### src/rtl/pipe_pkg.sv
// rtl/pipe_pkg.sv - shared widths, Tnew/write-enable helpers and bubble constant for the stage chain
package pipe_pkg;

  localparam int TNEW_W_DEF = 2;
  localparam int ADDR_W_DEF = 5;
  // Widest Tnew counter the helper supports; callers size-cast in and out.
  localparam int TNEW_MAX_W = 8;

  typedef struct packed {
    logic                  valid;
    logic                  we;
    logic [ADDR_W_DEF-1:0] addr;
    logic [TNEW_W_DEF-1:0] tnew;
  } desc_t;

  localparam desc_t DESC_BUBBLE = '0;

  function automatic logic [TNEW_MAX_W-1:0] sat_dec(input logic [TNEW_MAX_W-1:0] x);
    sat_dec = (x == '0) ? '0 : x - 1'b1;
  endfunction

  function automatic logic eff_we(input logic valid, input logic we, input logic addr_nz);
    eff_we = valid & we & addr_nz;
  endfunction

endpackage

### src/rtl/pipe_stage.sv
// rtl/pipe_stage.sv - one pipeline stage register holding payload and register-write descriptor
module pipe_stage
  import pipe_pkg::*;
#(
  parameter int DATA_W = 96,
  parameter int ADDR_W = ADDR_W_DEF,
  parameter int TNEW_W = TNEW_W_DEF
) (
  input  logic              clk,
  input  logic              reset,
  input  logic              load,
  input  logic              hold,
  input  logic              bubble,
  input  logic              flush,
  input  logic              in_valid,
  input  logic [DATA_W-1:0] in_data,
  input  logic              in_we,
  input  logic [ADDR_W-1:0] in_addr,
  input  logic [TNEW_W-1:0] in_tnew,
  output logic              valid,
  output logic [DATA_W-1:0] data,
  output logic              we,
  output logic [ADDR_W-1:0] addr,
  output logic [TNEW_W-1:0] tnew
);

  logic              valid_q, valid_d;
  logic [DATA_W-1:0] data_q, data_d;
  logic              we_q, we_d;
  logic [ADDR_W-1:0] addr_q, addr_d;
  logic [TNEW_W-1:0] tnew_q, tnew_d;

  // Flush beats hold, hold beats bubble insertion, bubble beats load.
  always_comb begin
    valid_d = valid_q;
    data_d  = data_q;
    we_d    = we_q;
    addr_d  = addr_q;
    tnew_d  = tnew_q;
    if (flush || (!hold && bubble)) begin
      valid_d = DESC_BUBBLE.valid;
      data_d  = '0;
      we_d    = DESC_BUBBLE.we;
      addr_d  = ADDR_W'(DESC_BUBBLE.addr);
      tnew_d  = TNEW_W'(DESC_BUBBLE.tnew);
    end else if (!hold && load) begin
      valid_d = in_valid;
      data_d  = in_data;
      we_d    = in_we;
      addr_d  = in_addr;
      tnew_d  = in_tnew;
    end
  end

  always_ff @(posedge clk) begin
    if (reset) begin
      valid_q <= 1'b0;
      data_q  <= '0;
      we_q    <= 1'b0;
      addr_q  <= '0;
      tnew_q  <= '0;
    end else begin
      valid_q <= valid_d;
      data_q  <= data_d;
      we_q    <= we_d;
      addr_q  <= addr_d;
      tnew_q  <= tnew_d;
    end
  end

  assign valid = valid_q;
  assign data  = data_q;
  assign we    = we_q;
  assign addr  = addr_q;
  assign tnew  = tnew_q;

endmodule

### src/rtl/hazard_pipe_chain.sv
// rtl/hazard_pipe_chain.sv - DEPTH-stage pipeline register chain with stall/flush and hazard export
module hazard_pipe_chain
  import pipe_pkg::*;
#(
  parameter int DEPTH  = 3,
  parameter int DATA_W = 96,
  parameter int ADDR_W = ADDR_W_DEF,
  parameter int TNEW_W = TNEW_W_DEF
) (
  input  logic                     clk,
  input  logic                     reset,
  input  logic                     in_valid,
  input  logic [DATA_W-1:0]        in_data,
  input  logic                     in_we,
  input  logic [ADDR_W-1:0]        in_addr,
  input  logic [TNEW_W-1:0]        in_tnew,
  input  logic [DEPTH-1:0]         stall,
  input  logic [DEPTH-1:0]         flush,
  output logic                     in_ready,
  output logic                     out_valid,
  output logic [DATA_W-1:0]        out_data,
  output logic                     out_we,
  output logic [ADDR_W-1:0]        out_addr,
  output logic [DEPTH-1:0]         hz_we,
  output logic [DEPTH*ADDR_W-1:0]  hz_addr,
  output logic [DEPTH*TNEW_W-1:0]  hz_tnew,
  output logic [DEPTH-1:0]         hz_ready
);

  logic [DEPTH-1:0] hold;
  logic [DEPTH-1:0] bubble;
  logic [DEPTH-1:0] load;

  logic [DEPTH-1:0] st_valid;
  logic [DATA_W-1:0] st_data [DEPTH];
  logic [DEPTH-1:0] st_we;
  logic [ADDR_W-1:0] st_addr [DEPTH];
  logic [TNEW_W-1:0] st_tnew [DEPTH];

  logic [DEPTH-1:0] ld_valid;
  logic [DATA_W-1:0] ld_data [DEPTH];
  logic [DEPTH-1:0] ld_we;
  logic [ADDR_W-1:0] ld_addr [DEPTH];
  logic [TNEW_W-1:0] ld_tnew [DEPTH];

  // A stall anywhere downstream freezes this stage as well.
  always_comb begin
    hold = '0;
    hold[DEPTH-1] = stall[DEPTH-1];
    for (int i = DEPTH - 2; i >= 0; i--) begin
      hold[i] = stall[i] | hold[i+1];
    end
  end

  always_comb begin
    bubble = '0;
    for (int i = 1; i < DEPTH; i++) begin
      bubble[i] = hold[i-1];
    end
    load = ~hold & ~bubble;
  end

  assign in_ready = ~hold[0];

  genvar g;
  generate
    for (g = 0; g < DEPTH; g++) begin : g_stage
      if (g == 0) begin : g_src
        assign ld_valid[g] = in_valid;
        assign ld_data[g]  = in_data;
        assign ld_we[g]    = in_we;
        assign ld_addr[g]  = in_addr;
        assign ld_tnew[g]  = in_tnew;
      end else begin : g_src
        assign ld_valid[g] = st_valid[g-1];
        assign ld_data[g]  = st_data[g-1];
        assign ld_we[g]    = st_we[g-1];
        assign ld_addr[g]  = st_addr[g-1];
        assign ld_tnew[g]  = TNEW_W'(sat_dec(TNEW_MAX_W'(st_tnew[g-1])));
      end

      pipe_stage #(
        .DATA_W (DATA_W),
        .ADDR_W (ADDR_W),
        .TNEW_W (TNEW_W)
      ) u_stage (
        .clk      (clk),
        .reset    (reset),
        .load     (load[g]),
        .hold     (hold[g]),
        .bubble   (bubble[g]),
        .flush    (flush[g]),
        .in_valid (ld_valid[g]),
        .in_data  (ld_data[g]),
        .in_we    (ld_we[g]),
        .in_addr  (ld_addr[g]),
        .in_tnew  (ld_tnew[g]),
        .valid    (st_valid[g]),
        .data     (st_data[g]),
        .we       (st_we[g]),
        .addr     (st_addr[g]),
        .tnew     (st_tnew[g])
      );

      assign hz_we[g] = eff_we(st_valid[g], st_we[g], |st_addr[g]);
      assign hz_addr[g*ADDR_W +: ADDR_W] = st_addr[g];
      assign hz_tnew[g*TNEW_W +: TNEW_W] = st_tnew[g];
      assign hz_ready[g] = hz_we[g] & (st_tnew[g] == '0);
    end
  endgenerate

  assign out_valid = st_valid[DEPTH-1];
  assign out_data  = st_data[DEPTH-1];
  assign out_we    = hz_we[DEPTH-1];
  assign out_addr  = st_addr[DEPTH-1];

endmodule

### config.mk
export PLATFORM = sky130hd
export DESIGN_NAME = hazard_pipe_chain
export DESIGN_NICKNAME = d
export VERILOG_FILES = /design/src/rtl/pipe_pkg.sv /design/src/rtl/pipe_stage.sv /design/src/rtl/hazard_pipe_chain.sv
export SDC_FILE = /design/constraint.sdc
export NUM_CORES = 1
export LEC_CHECK = 0
export CAP_MARGIN = 40
export CORE_AREA = 5 5 138 140
export CTS_CLUSTER_DIAMETER = 40
export DETAILED_ROUTE_END_ITERATION = 6
export DIE_AREA = 0 0 143 145
export DONT_BUFFER_PORTS = 1
export PLACE_DENSITY = 0.75
export SLEW_MARGIN = 40
export SYNTH_ARGS = -nofsm -noshare
export SYNTH_HDL_FRONTEND = slang
export SYNTH_SLANG_ARGS = --single-unit
### constraint.sdc
create_clock -name clk -period 2.08 [get_ports clk]
set_input_delay 0.208 -clock clk [delete_from_list [all_inputs] [get_ports clk]]
set_output_delay 0.208 -clock clk [all_outputs]
set_load 0.005 [all_outputs]
==> flow_summary.ini, run 1 <==
[status]
status = completed

[floorplan]
placement_rows = 49
die_height_um = 145
fp.dieW_um = 143
ios = 244
fp.coreArea_sq_mm = 0.0177
area_of_the_die_sq_mm = 0.0207
initial_utilization_pct = 58.8

[clock_network]
cts-buffers-inserted = 36
h-tree-depth = 2
clk_latency_ns = 0.49
clock_tree.root_cell = sky130_fd_sc_hd__clkbuf_16
clkSlewWorstSetupHoldPaths_ns = 0.06
cts_max_path_buffers = 3
tritoncts = done
cts_num_sinks = 315

[route]
antenna_violating_nets_post_route = 0
drt_drc_violations_left = 0
routed_via_density = 5.70
via_count = 8453
dr.pass1.iters = 4
postRouteWirelength_mm = 27.8
detailedRoute.firstIterationViolations = 412
avgRoutedWirePerCell_um = 18.7

[sta]
finalSetupTns_ns = 0
worst-slew-pin-transition_ns = 0.625
final-max-slew-violation-count = 0
skew_ns = 0.0102
max_clock_freq_mhz = 492
timing.final.crit_share_pct = 97.8
max_slew_margin_pct = 58.3
setup_viol = 0
hold_slack_ns = 0.123
finalWorstPathRequiredPeriod_ns = 2.03
hold_viol_final = 0
rsz_0062_raised_after_global_routing = no

[grt]
first_pass_grt_wire_length_mm = 44.1
globalRouteTotalUtil_pct = 25.9
globalRouteOverflowTotal = 0
grt_antenna_before_repair = 1
grt_max_degree = 106
vias_in_the_first_global_route = 8398

[worst_hold_path]
holdPathEnd = g_stage[2].u_stage.data[41]$_SDFFE_PP0P_
hold_path_cells = 4
type_of_the_tightest_min_delay_check = primary input to flip-flop
hp-start = stall[2]

[synth]
post_synth_fa_ha_maj_area_fraction_pct = 0
compound_gate_fraction_of_synth_area_pct = 19.3
synth.lib_cells_used.distinct = 21
synth_edf_count = 0
synth_cells = 1167
post_synth_and_or_nand_nor_area_fraction_pct = 16.0
dominantRegCellSynth = sky130_fd_sc_hd__dfxtp_1
postSynthAreaPerCell_sq_um = 8.93
ys_ff_latch = 315
synth_area_sq_mm = 0.0104
synth.net_count = 1280
async_flop_share_pct = 0
combinational_family_with_the_most_area_after_synthesis = compound AO/OA/AOI/OAI gates
synth_xor_xnor_area_share_pct = 0
yosysWarningCount = 0
ys_seq_area_share_pct = 60.5
muxShareOfSynthArea_pct = 0

[cells_and_area]
mostFrequentLayoutCell = sky130_fd_sc_hd__nand2_1
final_net_count = 1341
post-route-cell-area_sq_mm = 0.0128
commonest_non_fill_non_tap_cells_in_the_layout = sky130_fd_sc_hd__nand2_1, sky130_fd_sc_hd__dfxtp_1, sky130_fd_sc_hd__a21oi_1, sky130_fd_sc_hd__dlygate4sd3_1, sky130_fd_sc_hd__a22o_1
final_core_util_pct = 72.4
final_cell_count_no_fill = 1484
area_added_between_synthesis_and_finish_pct = 23.0
drive_gt1_share_pct = 6.86

[critical_path]
critical_path_arrival_ns = 1.83
worst_r2r_startpoint = g_stage[0].u_stage.tnew[0]$_SDFFE_PP0P_
timing.critical_path.to_type = output port
cp.required_ns = 1.87
cp-start-kind = flip-flop
setup.worst_path.class = flip-flop to output port
crit_path_max_fanout = 4
critical_path.reg2reg.endpoint = g_stage[1].u_stage.tnew[0]$_SDFFE_PP0P_
r2r_setup_slack_ns = 1.10
r2r_cells = 2

[pwr]
power_per_cell_area_mw_per_mm2 = 1000
p_leak_nw = 4.41
peakVddDrop_uv = 761

[placement]
post_dp_cell_area_sq_mm = 0.0105
globalplace.congestion = 0.778
post-dp-hpwl_mm = 15.0
place_inst = 1314
portBuffers = 0

[flow_run]
maxCapViolCount = 0
area by class of cell:
type                       count  area, sq um
tap                          229          287
clock inverter                17          171
multi-input combinational    752         3730
sequential                   315         6310
inverter                       3         12.5
timing repair buffer         120         1280
clock buffer                  47         1030
antenna                        1         2.50
fill                        1267         4890
synthesized netlist by cell type (3+ instances only):
library cell               number  share of area [%]
sky130_fd_sc_hd__clkbuf_1      60                2.2
sky130_fd_sc_hd__nor3b_1        3               0.22
sky130_fd_sc_hd__nand2_1      418                 15
sky130_fd_sc_hd__o311a_1        3               0.29
sky130_fd_sc_hd__buf_4         12               0.86
sky130_fd_sc_hd__dfxtp_1      315                 60
sky130_fd_sc_hd__or3_1          4               0.24
sky130_fd_sc_hd__a22o_1       103                8.7
sky130_fd_sc_hd__buf_1          8               0.29
sky130_fd_sc_hd__a21oi_1      210                 10
sky130_fd_sc_hd__buf_2         17               0.82
cells by family after synthesis:
logic type	after synthesis
AO/OA/AOI/OAI	319
buffers and inverters	100
flip-flops	315
AND/OR/NAND/NOR	433
report_power, final:
| group | internal (mW) | switching, mW | total [mW] | leakage (nW) |
|---|---|---|---|---|
| registers | 6.06 | 0.0181 | 6.08 | 2.54 |
| clock network | 3.79 | 2.46 | 6.25 | 0.595 |
| logic | 0.202 | 0.314 | 0.516 | 1.27 |
state kept, by name, indices dropped and copies added, names as in the netlist:
signal,cells
g_stage.u_stage.data,288
g_stage.u_stage.tnew,6
g_stage.u_stage.we,3
g_stage.u_stage.valid,3
g_stage.u_stage.addr,15
critical path, cell delays in order (launching register included):
cell,delay (ns)
sky130_fd_sc_hd__dfxtp_1,0.39
sky130_fd_sc_hd__or3_1,0.41
sky130_fd_sc_hd__o311a_1,0.36
sky130_fd_sc_hd__nor3b_1,0.17
worst max-delay path by stage:
stage	from	to	cells past startpoint
3_3_place_gp	stall[1]	g_stage[1].u_stage.tnew[0]$_SDFFE_PP0P_	4
2_1_floorplan	stall[1]	g_stage[0].u_stage.data[51]$_SDFFE_PP0P_	7
5_1_grt	g_stage[2].u_stage.addr[0]$_SDFFE_PP0P_	hz_ready[2]	3
6_report	g_stage[1].u_stage.addr[4]$_SDFFE_PP0P_	hz_ready[1]	3
3_5_place_dp	stall[1]	g_stage[1].u_stage.tnew[1]$_SDFFE_PP0P_	4
4_1_cts	g_stage[1].u_stage.addr[4]$_SDFFE_PP0P_	hz_ready[1]	3
per-stage QoR:
| stage | setup slack [ns] | power, mW |
|---|---|---|
| finish | 0.0465 | 12.8 |
| global route | 0.00704 | 13.2 |
| detailed placement | 0.452 | 6.56 |
| global placement | 0.452 | 6.55 |
| floorplan | 0.683 | 6.45 |
| CTS | 0.0247 | 12.9 |
repair_timing:
action                                  4_1_cts  5_1_grt
endpoints found under the setup margin        1        1
buffers inserted                              0        0
gates cloned                                  0        0
pin swaps                                     0        0
endpoints found under the hold margin       105        0
resized for setup                             1        1
hold buffers                                105        0
layer usage:
layer  vias to the layer above  global-route usage [%]  wire length, um
li1                       4024                       -                -
met1                      4019                    32.4            11200
met2                       342                    42.3            13300
met3                        68                    7.37             2440
met4                         0                    9.98              834
met5                         -                       0                0
Note: power is estimated with default switching activity, not from simulation.
==> run 2, diff against run 1 <==
--- a/config.mk
+++ b/config.mk
@@ -5,11 +5,13 @@
 export SDC_FILE = /design/constraint.sdc
 export NUM_CORES = 1
 export LEC_CHECK = 0
+export ABC_AREA = 1
 export CAP_MARGIN = 40
-export CORE_AREA = 5 5 138 140
+export CORE_AREA = 5 5 143 145
 export CTS_CLUSTER_DIAMETER = 40
+export CTS_CLUSTER_SIZE = 20
 export DETAILED_ROUTE_END_ITERATION = 6
-export DIE_AREA = 0 0 143 145
+export DIE_AREA = 0 0 148 150
 export DONT_BUFFER_PORTS = 1
 export PLACE_DENSITY = 0.75
 export SLEW_MARGIN = 40
==> run 2 against run 1 <==
  * Global-route usage fell by 0.82 points
  * Cell count rose by 16%
  * Via count rose by 14%
  * Setup slack improved by 0.075 ns
  * Register-to-register slack improved by 0.14 ns
  * Critical path type is now primary input to output port
  * Routed wire length rose by 3.5%
  * Power rose by 3.4%
  * Highest routed layer is now met5
  * Largest cell class unchanged
  * Critical endpoint is now in_ready
  * Synthesized cell count rose by 22%
==> flow_summary.ini, run 2 <==
[worst_hold_path]
type_of_the_tightest_min_delay_check = primary input to flip-flop

[cells_and_area]
final_cell_count_no_fill = 1725
diodes = 0
commonest_non_fill_non_tap_cells_in_the_layout = sky130_fd_sc_hd__nand2_1, sky130_fd_sc_hd__dfxtp_1, sky130_fd_sc_hd__nor2_1, sky130_fd_sc_hd__a21oi_1, sky130_fd_sc_hd__dlygate4sd3_1
drive_gt1_share_pct = 5.65
final_net_count = 1575
number_of_flip_flops_in_the_largest_register = 288
area_added_between_synthesis_and_finish_pct = 20.3
mostFrequentLayoutCell = sky130_fd_sc_hd__nand2_1
fill_cells = 1416

[route]
routed_via_density = 5.57
postRouteWirelength_mm = 28.8
avgRoutedWirePerCell_um = 16.7
detailedRoute.firstIterationViolations = 658
drt_drc_violations_left = 0
dr.pass1.iters = 5
antenna_violating_nets_post_route = 0
via_count = 9615

[pwr]
power_per_cell_area_mw_per_mm2 = 987
peakVddDrop_uv = 706
p_leak_nw = 4.42

[clock_network]
h-tree-depth = 2
cts-buffers-inserted = 35
cts_max_path_buffers = 3
cts_num_sinks = 315
clk_latency_ns = 0.49
clock_tree.root_cell = sky130_fd_sc_hd__clkbuf_16
clkSlewWorstSetupHoldPaths_ns = 0.06
postCtsSetupRepairBufs = 0
tritoncts = done

[sta]
skew_ns = 0.00712
setup_viol = 0
hold_viol_final = 0
worst-slew-pin-transition_ns = 0.818
max_clock_freq_mhz = 511
timing.final.crit_share_pct = 94.1
final-max-slew-violation-count = 0
finalSetupTns_ns = 0
max_slew_margin_pct = 45.5
finalWorstPathRequiredPeriod_ns = 1.96
rsz_0062_raised_after_global_routing = no

[floorplan]
placement_rows = 51
fp.coreArea_sq_mm = 0.0191
ios = 244
fp.dieW_um = 148
area_of_the_die_sq_mm = 0.0222
die_height_um = 150
initial_utilization_pct = 58.6

[critical_path]
timing.critical_path.to_type = output port
crit_path_max_fanout = 33
critical_path_arrival_ns = 1.75
setup.worst_path.class = primary input to output port
cp.required_ns = 1.87
cp-start-kind = primary input

[synth]
yosysWarningCount = 0
post-synth-top-area-cell = sky130_fd_sc_hd__dfxtp_1
netlist_top_cells_count = sky130_fd_sc_hd__nand2_1, sky130_fd_sc_hd__dfxtp_1, sky130_fd_sc_hd__nor2_1
synth_area_sq_mm = 0.0112
yosys.cell_count.top_type = sky130_fd_sc_hd__nand2_1
synth.lib_cells_used.distinct = 17
synth.area.top_cells = sky130_fd_sc_hd__dfxtp_1, sky130_fd_sc_hd__nand2_1, sky130_fd_sc_hd__a21oi_1
synth_cells = 1421
dominantRegCellSynth = sky130_fd_sc_hd__dfxtp_1
synth_edf_count = 0
postSynthAreaPerCell_sq_um = 7.87
synth.net_count = 1534
ys_ff_latch = 315
ys_seq_area_share_pct = 56.4
async_flop_share_pct = 0
yosys.area.top_type_share_pct = 56.4

[status]
status = completed

[placement]
place_inst = 1555
portBuffers = 0
post-dp-hpwl_mm = 15.5
globalplace.congestion = 0.788

[grt]
globalRouteOverflowTotal = 0
grt_max_degree = 120
grt_antenna_before_repair = 2
first_pass_grt_wire_length_mm = 46.3
vias_in_the_first_global_route = 9247
globalRouteTotalUtil_pct = 25.1

[flow_run]
maxCapViolCount = 0
[run 2: cells by family (layout without fill, tap and decap cells)]
logic type,Yosys count,count (layout),synth area share [%]
AOI/OAI and AO/OA,316,316,14.1
buffers and inverters,130,196,5.77
DFF,315,315,56.4
and+or+nand+nor,660,660,23.7
[run 2: worst paths after layout]
path	start	end	slack, ns	cells after the start
hold reg to reg	g_stage[1].u_stage.data[38]$_SDFFE_PP0P_	g_stage[2].u_stage.data[38]$_SDFFE_PP0P_	0.46	2
hold / removal	flush[0]	g_stage[0].u_stage.data[29]$_SDFFE_PP0P_	0.17	4
setup reg to reg	g_stage[0].u_stage.addr[4]$_SDFFE_PP0P_	g_stage[1].u_stage.addr[4]$_SDFFE_PP0P_	1.24	2
setup / recovery	stall[2]	in_ready	0.12	5
[run 2: per-stage QoR]
step                      setup WS, ns  power [mW]  instance area, sq um  util [%]  hold WS (ns)
after global routing            0.0414        13.7                 13500      70.5         0.190
after global placement           0.430        6.74                 11100      58.2         0.359
after floorplan                   1.04        6.63                 11200         -         0.355
final                            0.122        13.3                 13500      70.5         0.166
after CTS                        0.119        13.4                 13400      70.5         0.151
after detailed placement         0.443        6.74                 11100      58.3         0.366
[run 2: worst max-delay path, cell delays in order]
cell and delay (ns):
sky130_fd_sc_hd__dlygate4sd3_1 0.57, sky130_fd_sc_hd__nor2_4 0.30, sky130_fd_sc_hd__nand2_8 0.09, sky130_fd_sc_hd__inv_4 0.29
sky130_fd_sc_hd__buf_12 0.25
[run 2: power by group]
part,internal [mW],switching (mW),leakage [nW],total [mW]
Combinational,0.248,0.432,1.27,0.679
Clock,4.07,2.43,0.607,6.49
Sequential,6.08,0.0285,2.54,6.11
[run 2: repair_timing]
| item | CTS | global route |
|---|---|---|
| resized for setup | 0 | 0 |
| hold buffers | 108 | 0 |
| endpoints found under the hold margin | 114 | 0 |
[run 2: layout make-up]
type / instances / area, sq um / share of cell area [%]
Sequential cell: 315 / 6310 / 46.9
Inverter: 12 / 51.3 / 0.381
Tap cell: 238 / 298 / 2.21
Clock buffer: 45 / 1010 / 7.48
Clock inverter: 17 / 245 / 1.82
Multi-Input combinational cell: 976 / 4260 / 31.7
Timing Repair Buffer: 122 / 1280 / 9.54
[run 2: routing by layer]
metal | vias to the layer above | wire [um] | track usage, %
met2 | 328 | 14300 | 43.8
li1 | 4715 | - | -
met3 | 75 | 1980 | 6.15
met4 | 4 | 876 | 9.56
met5 | - | 27 | 0
met1 | 4493 | 11600 | 29.8
==> run 3, diff against run 2 <==
--- a/config.mk
+++ b/config.mk
@@ -6,6 +6,7 @@
 export NUM_CORES = 1
 export LEC_CHECK = 0
 export ABC_AREA = 1
+export ABC_CLOCK_PERIOD_IN_PS = 2080
 export CAP_MARGIN = 40
 export CORE_AREA = 5 5 143 145
 export CTS_CLUSTER_DIAMETER = 40
@@ -18,3 +19,4 @@
 export SYNTH_ARGS = -nofsm -noshare
 export SYNTH_HDL_FRONTEND = slang
 export SYNTH_SLANG_ARGS = --single-unit
+export TNS_END_PERCENT = 1
==> results of run 3 <==
Final layout, timing and power as in run 2 (identical DEF).
